[src/rtl/seg_pkg.sv]
// Shared types and defaults for the segmentation
// background-difference datapath.
package seg_pkg;

  localparam int SEG_PIX_W    = 8;
  localparam int SEG_ALPHA_SH = 2;

  typedef struct packed {
    logic [7:0] bd_y;
    logic [7:0] bd_u;
    logic [7:0] bd_v;
    logic [7:0] bth;
    logic       update;
    logic [7:0] build_th;
  } seg_th_t;

  typedef struct packed {
    logic [SEG_PIX_W-1:0] y;
    logic [SEG_PIX_W-1:0] u;
    logic [SEG_PIX_W-1:0] v;
  } seg_yuv_t;

  function automatic logic [7:0] sat_inc8(
    input logic [7:0] x
  );
    return (x == 8'hFF) ? x : x + 8'd1;
  endfunction

endpackage

[src/rtl/seg_absdiff.sv]
// Per-channel |cur-bg| and running-average
// background update, purely combinational.
module seg_absdiff
  import seg_pkg::*;
#(
  parameter int PIX_W    = SEG_PIX_W,
  parameter int ALPHA_SH = SEG_ALPHA_SH
) (
  input  logic [PIX_W-1:0] cur,
  input  logic [PIX_W-1:0] bg,
  output logic [PIX_W-1:0] diff,
  output logic [PIX_W-1:0] avg
);

  logic signed [PIX_W:0] delta;
  logic signed [PIX_W:0] step;
  logic signed [PIX_W:0] sum;

  // floor-shifted step toward cur, one sign bit of headroom
  always_comb begin
    delta = $signed({1'b0, cur}) - $signed({1'b0, bg});
    step  = delta >>> ALPHA_SH;
    sum   = $signed({1'b0, bg}) + step;
    avg   = PIX_W'(sum);
    diff  = (cur > bg) ? (cur - bg) : (bg - cur);
  end

endmodule

[src/rtl/seg_bg_compare.sv]
// Three-stage background-difference pipeline.
// Optional foreground stats: SEG_BG_STATS_EN.
module seg_bg_compare
  import seg_pkg::*;
#(
  parameter int PIX_W    = SEG_PIX_W,
  parameter int ALPHA_SH = SEG_ALPHA_SH
`ifdef SEG_BG_STATS_EN
  ,
  parameter int CNT_W    = 20
`endif
) (
  input  logic             clk_i,
  input  logic             rst_n_i,
  input  logic             valid_i,
  input  logic             sof_i,
  input  logic [PIX_W-1:0] Y_i,
  input  logic [PIX_W-1:0] U_i,
  input  logic [PIX_W-1:0] V_i,
  input  logic [PIX_W-1:0] bgY_i,
  input  logic [PIX_W-1:0] bgU_i,
  input  logic [PIX_W-1:0] bgV_i,
  input  logic [7:0]       BDthY_i,
  input  logic [7:0]       BDthU_i,
  input  logic [7:0]       BDthV_i,
  input  logic [7:0]       Bth_i,
  input  logic             update_i,
  input  logic [7:0]       BckGndBuildTH_i,
  output logic             valid_o,
  output logic             sof_o,
  output logic             fg_o,
  output logic             bg_we_o,
  output logic [PIX_W-1:0] bgY_o,
  output logic [PIX_W-1:0] bgU_o,
  output logic [PIX_W-1:0] bgV_o
`ifdef SEG_BG_STATS_EN
  ,
  output logic [CNT_W-1:0] fg_count_o,
  output logic             fg_count_vld_o
`endif
);

  localparam int SW = PIX_W + 2;

  typedef logic [2:0][PIX_W-1:0] yuv_t;

  yuv_t       cur0, bg0, diff0, avg0;
  seg_th_t    th0;
  logic [7:0] frame_cnt, fc0;

  assign cur0 = {V_i, U_i, Y_i};
  assign bg0  = {bgV_i, bgU_i, bgY_i};
  assign th0  = '{bd_y:     BDthY_i,
                  bd_u:     BDthU_i,
                  bd_v:     BDthV_i,
                  bth:      Bth_i,
                  update:   update_i,
                  build_th: BckGndBuildTH_i};

  // the sof pixel already sees the new frame number
  assign fc0 = (valid_i && sof_i) ?
               sat_inc8(frame_cnt) : frame_cnt;

  for (genvar c = 0; c < 3; c++) begin : g_ch
    seg_absdiff #(
      .PIX_W    (PIX_W),
      .ALPHA_SH (ALPHA_SH)
    ) u_ch (
      .cur  (cur0[c]),
      .bg   (bg0[c]),
      .diff (diff0[c]),
      .avg  (avg0[c])
    );
  end

  // frame counter, saturating
  always_ff @(posedge clk_i) begin
    if (!rst_n_i)
      frame_cnt <= '0;
    else if (valid_i && sof_i)
      frame_cnt <= sat_inc8(frame_cnt);
  end

  logic       v1, sof1;
  logic [7:0] fc1;
  seg_th_t    th1;
  yuv_t       cur1, bg1, d1, avg1;

  // stage 1 valid
  always_ff @(posedge clk_i) begin
    if (!rst_n_i) v1 <= 1'b0;
    else          v1 <= valid_i;
  end

  // stage 1 data, moves every cycle
  always_ff @(posedge clk_i) begin
    sof1 <= valid_i & sof_i;
    fc1  <= fc0;
    th1  <= th0;
    cur1 <= cur0;
    bg1  <= bg0;
    d1   <= diff0;
    avg1 <= avg0;
  end

  logic [SW-1:0] sum1;
  logic          over1, build1, init1;

  // threshold tests and phase flags
  always_comb begin
    sum1   = SW'(d1[0]) + SW'(d1[1]) + SW'(d1[2]);
    over1  = (SW'(d1[0]) > SW'(th1.bd_y)) |
             (SW'(d1[1]) > SW'(th1.bd_u)) |
             (SW'(d1[2]) > SW'(th1.bd_v)) |
             (sum1 > SW'(th1.bth));
    build1 = fc1 <= th1.build_th;
    init1  = fc1 <= 8'd1;
  end

  logic v2, sof2, over2, build2, init2, upd2;
  yuv_t cur2, bg2, avg2;

  // stage 2 valid
  always_ff @(posedge clk_i) begin
    if (!rst_n_i) v2 <= 1'b0;
    else          v2 <= v1;
  end

  // stage 2 data, moves every cycle
  always_ff @(posedge clk_i) begin
    sof2   <= sof1;
    over2  <= over1;
    build2 <= build1;
    init2  <= init1;
    upd2   <= th1.update;
    cur2   <= cur1;
    bg2    <= bg1;
    avg2   <= avg1;
  end

  logic fg_n, we_n;
  yuv_t bg_n;

  // mask decision and write-back value
  always_comb begin
    fg_n = over2 & ~build2;
    we_n = build2 | (upd2 & ~fg_n);
    for (int c = 0; c < 3; c++) begin
      bg_n[c] = we_n ?
                (init2 ? cur2[c] : avg2[c]) :
                bg2[c];
    end
  end

  // output stage, holds data across gaps
  always_ff @(posedge clk_i) begin
    if (!rst_n_i) begin
      valid_o <= 1'b0;
      sof_o   <= 1'b0;
      fg_o    <= 1'b0;
      bg_we_o <= 1'b0;
      bgY_o   <= '0;
      bgU_o   <= '0;
      bgV_o   <= '0;
    end else begin
      valid_o <= v2;
      if (v2) begin
        sof_o   <= sof2;
        fg_o    <= fg_n;
        bg_we_o <= we_n;
        bgY_o   <= bg_n[0];
        bgU_o   <= bg_n[1];
        bgV_o   <= bg_n[2];
      end else begin
        fg_o    <= 1'b0;
        bg_we_o <= 1'b0;
      end
    end
  end

`ifdef SEG_BG_STATS_EN
  logic [CNT_W-1:0] fg_cnt;
  logic             frame_seen;

  // per-frame foreground count, reported at next sof
  always_ff @(posedge clk_i) begin
    if (!rst_n_i) begin
      fg_cnt         <= '0;
      frame_seen     <= 1'b0;
      fg_count_o     <= '0;
      fg_count_vld_o <= 1'b0;
    end else begin
      fg_count_vld_o <= 1'b0;
      if (v2) begin
        if (sof2) begin
          if (frame_seen) begin
            fg_count_o     <= fg_cnt;
            fg_count_vld_o <= 1'b1;
          end
          fg_cnt     <= CNT_W'(fg_n);
          frame_seen <= 1'b1;
        end else if (fg_n && fg_cnt != '1) begin
          fg_cnt <= fg_cnt + 1'b1;
        end
      end
    end
  end
`endif

endmodule

[config.mk]
export PLATFORM = sky130hd
export DESIGN_NAME = seg_bg_compare
export DESIGN_NICKNAME = d
export VERILOG_FILES = /design/src/rtl/seg_pkg.sv /design/src/rtl/seg_absdiff.sv /design/src/rtl/seg_bg_compare.sv
export SDC_FILE = /design/constraint.sdc
export NUM_CORES = 1
export LEC_CHECK = 0
export ABC_AREA = 1
export ABC_CLOCK_PERIOD_IN_PS = 3500
export CORE_MARGIN = 5
export CORE_UTILIZATION = 45
export CTS_CLUSTER_SIZE = 14
export DETAILED_ROUTE_END_ITERATION = 16
export PLACE_DENSITY = 0.63
export SYNTH_ARGS = -nofsm -noshare
export SYNTH_HDL_FRONTEND = slang
export SYNTH_SLANG_ARGS = --single-unit
[constraint.sdc]
create_clock -name clk_i -period 3.5 [get_ports clk_i]
set_input_delay 0.7 -clock clk_i [delete_from_list [all_inputs] [get_ports clk_i]]
set_output_delay 0.7 -clock clk_i [all_outputs]
set_load 0.01 [all_outputs]
**Yosys cells after proc, flatten, opt, wreduce, memory -nomap -nowiden**

Cells that the tools add are included.

- Reductions and logical operators: 2
- Bitwise gates (word level): 9
- Equality and inequality tests: 1
- Add/subtract/negate cells: 15
- Magnitude comparators: 9
- Mux-type cells: 11

Operators by type and width:

| kind | number |
|---|---|
| $mux W8 | 11 |
| $gt A8 B8 Y1 | 6 |
| $sub A8 B8 Y8 | 6 |
| $sub A8 B8 Y9 | 3 |
| $add A8 B7 Y8 | 3 |
| $add A9 B8 Y10 | 1 |
| $gt A10 B8 Y1 | 1 |
| $add A8 B8 Y9 | 1 |
| $add A8 B1 Y8 const B | 1 |
| $eq A8 B8 Y1 const B | 1 |
| $le A8 B1 Y1 const B | 1 |
| $le A8 B8 Y1 | 1 |
| $or A1 B1 Y1 | 4 |
| $and A1 B1 Y1 | 3 |
| $not A1 Y1 | 2 |
| $reduce_and A2 Y1 | 1 |
| $logic_and A1 B1 Y1 | 1 |

- Bits of input ports: 93
- Word-level logic and storage cells: 91
- Bits in registers: 261

**Logic depth before layout (Yosys ltp)**

- Depth after elaboration: 6
- Mapped depth: 18

**Hierarchy**

A second synthesis with hierarchy kept.

- Cell total of the unflattened synthesis: 1,385
- Area, all modules: 11,582.4 sq um

Modules (own cells, without submodules):

| module | times used | cells an instance | area an instance (sq um) |
|---|---|---|---|
| seg_bg_compare | 1 | 761 | 8,069.0 |
| seg_absdiff | 3 | 208 | 1,171.1 |

**Worst setup path after synthesis**

Ideal clock, no wire load.

- Kind: register to register
- From: register d1[1] in the netlist's numbering
- To: register over2
- Data arrival time: 2.767 ns
- Buffers on the path: 0
- Library setup time: 0.121 ns
- Setup slack: 0.612 ns
- Cell stages (with the launch flop): 19
- Data required time: 3.379 ns
- Clock period less this slack: 2.888 ns
- Cell sequence: dfxtp_1 inv_1 fa_1 inv_1 ha_1 inv_1 fa_1 o21ai_0 xnor2_1 inv_1 ha_1 nand2_1 nor2_1 o21ai_0 nand2_1 o21ai_0 nand2_1 nand2_1 nand3_1

- Cells in the longest elaborated chain, start to end: 4
- Elaborated cells on any way between the ends: 7

RTL lines:

| item | line | RTL |
|---|---|---|
| start: declaration | seg_bg_compare.sv:87 | `yuv_t cur1, bg1, d1, avg1;` |
| start signal: assignment | seg_bg_compare.sv:102 | `d1 <= diff0;` |
| $add A8 B8 Y9 or $gt A8 B8 Y1 (tied branches) | seg_bg_compare.sv:111, seg_bg_compare.sv:112 |  |
| $add A9 B8 Y10 or $or A1 B1 Y1 (tied branches) | seg_bg_compare.sv:111, seg_bg_compare.sv:112 |  |
| $gt A10 B8 Y1 or $or A1 B1 Y1 (tied branches) | seg_bg_compare.sv:115, seg_bg_compare.sv:113 |  |
| $or A1 B1 Y1 * | seg_bg_compare.sv:114 | `(SW'(d1[2]) > SW'(th1.bd_v)) \|` |
| net over1 | seg_bg_compare.sv:107 | `logic over1, build1, init1;` |
| end signal: assignment | seg_bg_compare.sv:132 | `over2 <= over1;` |
| end: declaration | seg_bg_compare.sv:120 | `logic v2, sof2, over2, build2, init2, upd2;` |

Mark *: on every way through the listed nets, which the timed path passes. The rest lies on a longest branch.
A chain may end at the register's enable or synchronous reset.

**Worst setup path after layout**

Same ends and word-level chain as after synthesis.

==> out/metrics.sh <==
FIRST_PASS_ITERS=4
SYNTHESIS.INSTANCES=1267
FINAL.SETUP.TNS_PS=0
MAPPEDNETLISTAREA_UM2=11200
SLEW_HEADROOM=0.273
CTS.CLK_SLEW.WORST_PATHS_PS=60
CLK-INSERTION-DELAY-LATE_PS=510
DIE_AREA_UM2=28200
GRT_MAX_DEGREE=52
CRITICAL_PATH_TYPE='flop to flop'
POWER.STATIC_LEAKAGE_uW=0.00691
FP-ROW-COUNT=57
ANTENNA_LEFT=0
MAXSLEWVIOLCOUNT=0
CLOCK.FMAX_MHz=314
CLOCK-ROOT-BUFFER='sky130_fd_sc_hd__clkbuf_16'
CLOCK_SINKS=261
FP.DIEW_UM=168
PORT-BUFFER-COUNT=120
HOLD-WORST-SLACK_PS=321
ANTENNA_CELLS=0
POST-DP-HPWL_MM=19.1
FINALPOWER_uW=8580
POSTSYNTHNETCOUNT=1492
ROUTEDWLPERCELL_UM=14.0
WORST_SETUP_PATH_END_KIND='flop'
SLEW_OF_THE_PIN_WITH_THE_LOWEST_SLEW_MARGIN_PS=1090
FLOORPLAN.DIE.HEIGHT_UM=168
SYNTH_EDF_COUNT=0
FILLERINSTANCES=2192
DRV.MAX_CAP_VIOLATION_COUNT=0
DRT_DRC_VIOLATIONS_LEFT=0
VIAS_IN_THE_FIRST_GLOBAL_ROUTE=8415
CP_MAX_FO=3
CELL_COUNT_FINAL_FILLERS_OUT=1757
WORSTSETUPPATHDEPTH=18
DESIGN.FINAL.NETS=1641
FIN_CRIT_SH=0.910
WORST_EP_REQUIRED_TIME_PS=3900
FINALCLOCKSKEW_PS=5.79
YOSYS-TOP-CELLS-AREA='sky130_fd_sc_hd__dfxtp_1 (47%), sky130_fd_sc_hd__ha_1 (13%), sky130_fd_sc_hd__nand2_1 (8.7%)'
SETUP.WORST_PATH.START_CLASS='flop'
TIMING.CRITICAL_PATH.CELLS='inv_1 -> fa_1 -> inv_1 -> ha_1 -> inv_1 -> fa_1 -> o21ai_1 -> xnor2_1 -> inv_1 -> ha_1 -> nand2_1 -> nor2_1 -> o21ai_0 -> nand2_1 -> o21ai_0 -> nand2_1 -> nand2_1 -> nand3_1'
GRT_USE_TOTAL=0.173
CRITICAL_PATH.REG2REG.ENDPOINT='over2'
CP.ARRIVAL_PS=3580
WORST_R2R_PATH_DEPTH=18
POST_SYNTH_MOST_FREQUENT_CELLS='sky130_fd_sc_hd__dfxtp_1 (261), sky130_fd_sc_hd__nand2_1 (260), sky130_fd_sc_hd__inv_1 (220)'
CLOCK_TREE.HTREE_LEVEL_COUNT=1
SYNTH.LARGEST_AREA_CELL='sky130_fd_sc_hd__dfxtp_1'
RUN_STATUS='complete, no violations'
TRITONCTS='yes'
TIMING_HOLD_VIOLATIONS_FINAL=0
WORST_SETUP_PATH_ENDPOINT='over2'
YS.WARNINGS.COUNT=0
MAX_STAGE_DELAY_PS=470
DRIVE_GT1_FRAC=0.0719
WIRELENGTH_MM=24.6
REG2REG_SLACK_PS=310
SYNTH.AVG_CELL_AREA_UM2=8.86
CRITICAL_PATH.TOP_DELAY_FAMILY='adder cells'
TIMING.RR.START='d1[1]'
FINAL_PERIOD_MINUS_WORST_SETUP_SLACK_PS=3190
SYNTH.FF_LATCH_COUNT=261
CRIT_SLOWEST_CELL='sky130_fd_sc_hd__fa_1'
YS_TYPES=39
NUMBER_OF_ENDPOINTS_FAILING_SETUP_AT_THE_FINAL_STAGE=0
INITIAL_UTILIZATION=0.459
POST-SYNTH-TOP-AREA-FRACTION=0.465
GP_ROUTABILITY_CONGESTION=0.891
SYNTH_TOP_FLOP_CELL='sky130_fd_sc_hd__dfxtp_1'
SETUP.WORST_PATH.START='d1[1]'
POST_DR_VIAS_CELL=4.61
DETAILROUTE.VIA_COUNT=8102
POST-SYNTH-TOP-COUNT-CELL='sky130_fd_sc_hd__dfxtp_1'
GRT_SETUP_UNREPAIRED='false'
GLOBALROUTEOVERFLOWTOTAL=0
BUFFERS_INVERTERS_ON_CRITICAL_PATH=4
IO_PINS=121
FIRST_PASS_GRT_WIRE_LENGTH_MM=40.5
CELL_AREA_POWER_DENSITY_nW_PER_UM2=623
MAX-VDD-IR-DROP_mV=0.450
YOSYSSEQAREASHARE=0.465
AREA_ADDED_BETWEEN_SYNTHESIS_AND_FINISH_PCT=22.7
ANTENNA_FOUND_INITIAL=0
DETAILEDROUTE.FIRSTITERATIONVIOLATIONS=281
CTS_BUFFER_DEPTH=3
ASYNC_FLOP_SHARE=0
NUMBER_OF_CTS_INSERTED_BUFFERS=27
DP.CELLS=1711
COREAREA_UM2=24500
WORSTHOLDPATHTYPE='flop to flop'
[repair_timing]
item                                    CTS  global route
buffers inserted                          0             0
hold buffers                              0             0
endpoints found under the setup margin    0             1
gates resized for setup                   0             1
[where the power goes]
| part | internal, uW | total (uW) | leakage (uW) | switching [uW] |
|---|---|---|---|---|
| logic | 973 | 2220 | 0.00431 | 1240 |
| clock network | 1680 | 2780 | 0.000418 | 1100 |
| registers | 3390 | 3590 | 0.00219 | 194 |
[flip-flops by register name, summed over array words and instances (netlist names), 8 cells and up]
name       flops
avg1          24
avg2          24
bg1           24
bg2           24
bgU_o          8
bgV_o          8
bgY_o          8
cur1          24
cur2          24
d1            24
fc1            8
frame_cnt      8
th1           41
[how the worst min path moves through the flow]
stage                   from       end  slack, ps  cells after the start
floorplan            avg1[0]   avg2[0]        310                      0
global placement     bg1[20]   bg2[20]        310                      0
detailed placement   avg1[5]   avg2[5]        310                      0
finish              cur1[18]  cur2[18]        320                      0
global route          bg1[8]    bg2[8]        330                      0
CTS                  avg1[4]   avg2[4]        320                      0
[layout make-up]
type                    count  area (um2)  area share
repair buffers            149        1420       0.103
flip-flops and latches    261        5230       0.379
clock buffers              36         729      0.0530
clock inverters            10         134     0.00972
inverters                 226         851      0.0618
multi-input cells         751        5010       0.364
well taps                 324         405      0.0294
[cells by family (layout without fill, tap and decap cells)]
logic type / Yosys count / after routing / synth area share
AO/OA/AOI/OAI: 170 / 170 / 0.0952
adder cells (fa/ha/maj): 132 / 132 / 0.159
flip-flops: 261 / 261 / 0.465
XOR/XNOR: 48 / 48 / 0.0381
AND/OR/NAND/NOR: 401 / 401 / 0.154
buffers and inverters: 255 / 421 / 0.0886
[metal layers]
layer / global-route usage / vias to the layer above / wire (um)
li1: - / 4310 / -
met2: 0.323 / 115 / 12200
met3: 0.0272 / 31 / 1040
met1: 0.210 / 3646 / 10900
met5: 0 / - / 0
met4: 0.0399 / 0 / 466
[layout by cell type (no fill, tap or decap), types with 2 or more instances in the layout]
cell type,n
sky130_fd_sc_hd__inv_2,5
sky130_fd_sc_hd__buf_4,29
sky130_fd_sc_hd__nand3_1,59
sky130_fd_sc_hd__nor2_1,43
sky130_fd_sc_hd__nand2_1,260
sky130_fd_sc_hd__clkdlybuf4s50_1,120
sky130_fd_sc_hd__or2_1,3
sky130_fd_sc_hd__a21oi_2,3
sky130_fd_sc_hd__o21bai_1,4
sky130_fd_sc_hd__a21oi_1,62
sky130_fd_sc_hd__dfxtp_1,260
sky130_fd_sc_hd__clkbuf_8,2
sky130_fd_sc_hd__bufinv_16,3
sky130_fd_sc_hd__o21ai_0,20
sky130_fd_sc_hd__o21ai_1,7
sky130_fd_sc_hd__clkbuf_1,7
sky130_fd_sc_hd__nand2_4,5
sky130_fd_sc_hd__clkinvlp_4,2
sky130_fd_sc_hd__ha_1,114
sky130_fd_sc_hd__a21o_1,7
sky130_fd_sc_hd__clkbuf_16,27
sky130_fd_sc_hd__nor3_1,6
sky130_fd_sc_hd__o211ai_1,52
sky130_fd_sc_hd__nand2_2,6
sky130_fd_sc_hd__inv_1,220
sky130_fd_sc_hd__xor2_1,34
sky130_fd_sc_hd__nand4_1,8
sky130_fd_sc_hd__fa_1,18
sky130_fd_sc_hd__a31oi_1,3
sky130_fd_sc_hd__o21ai_2,9
sky130_fd_sc_hd__clkinv_2,4
sky130_fd_sc_hd__o21a_1,2
sky130_fd_sc_hd__nand3b_1,5
sky130_fd_sc_hd__xnor2_1,13
[per-stage QoR]
step	area [um2]	worst slack, ps	utilization
finish	13800	315	0.563
global route	13800	122	0.563
CTS	13800	213	0.563
detailed placement	12900	24.5	0.528
global placement	12900	65.8	0.528
floorplan	11200	612	-
(Power assumes the default switching activity.)
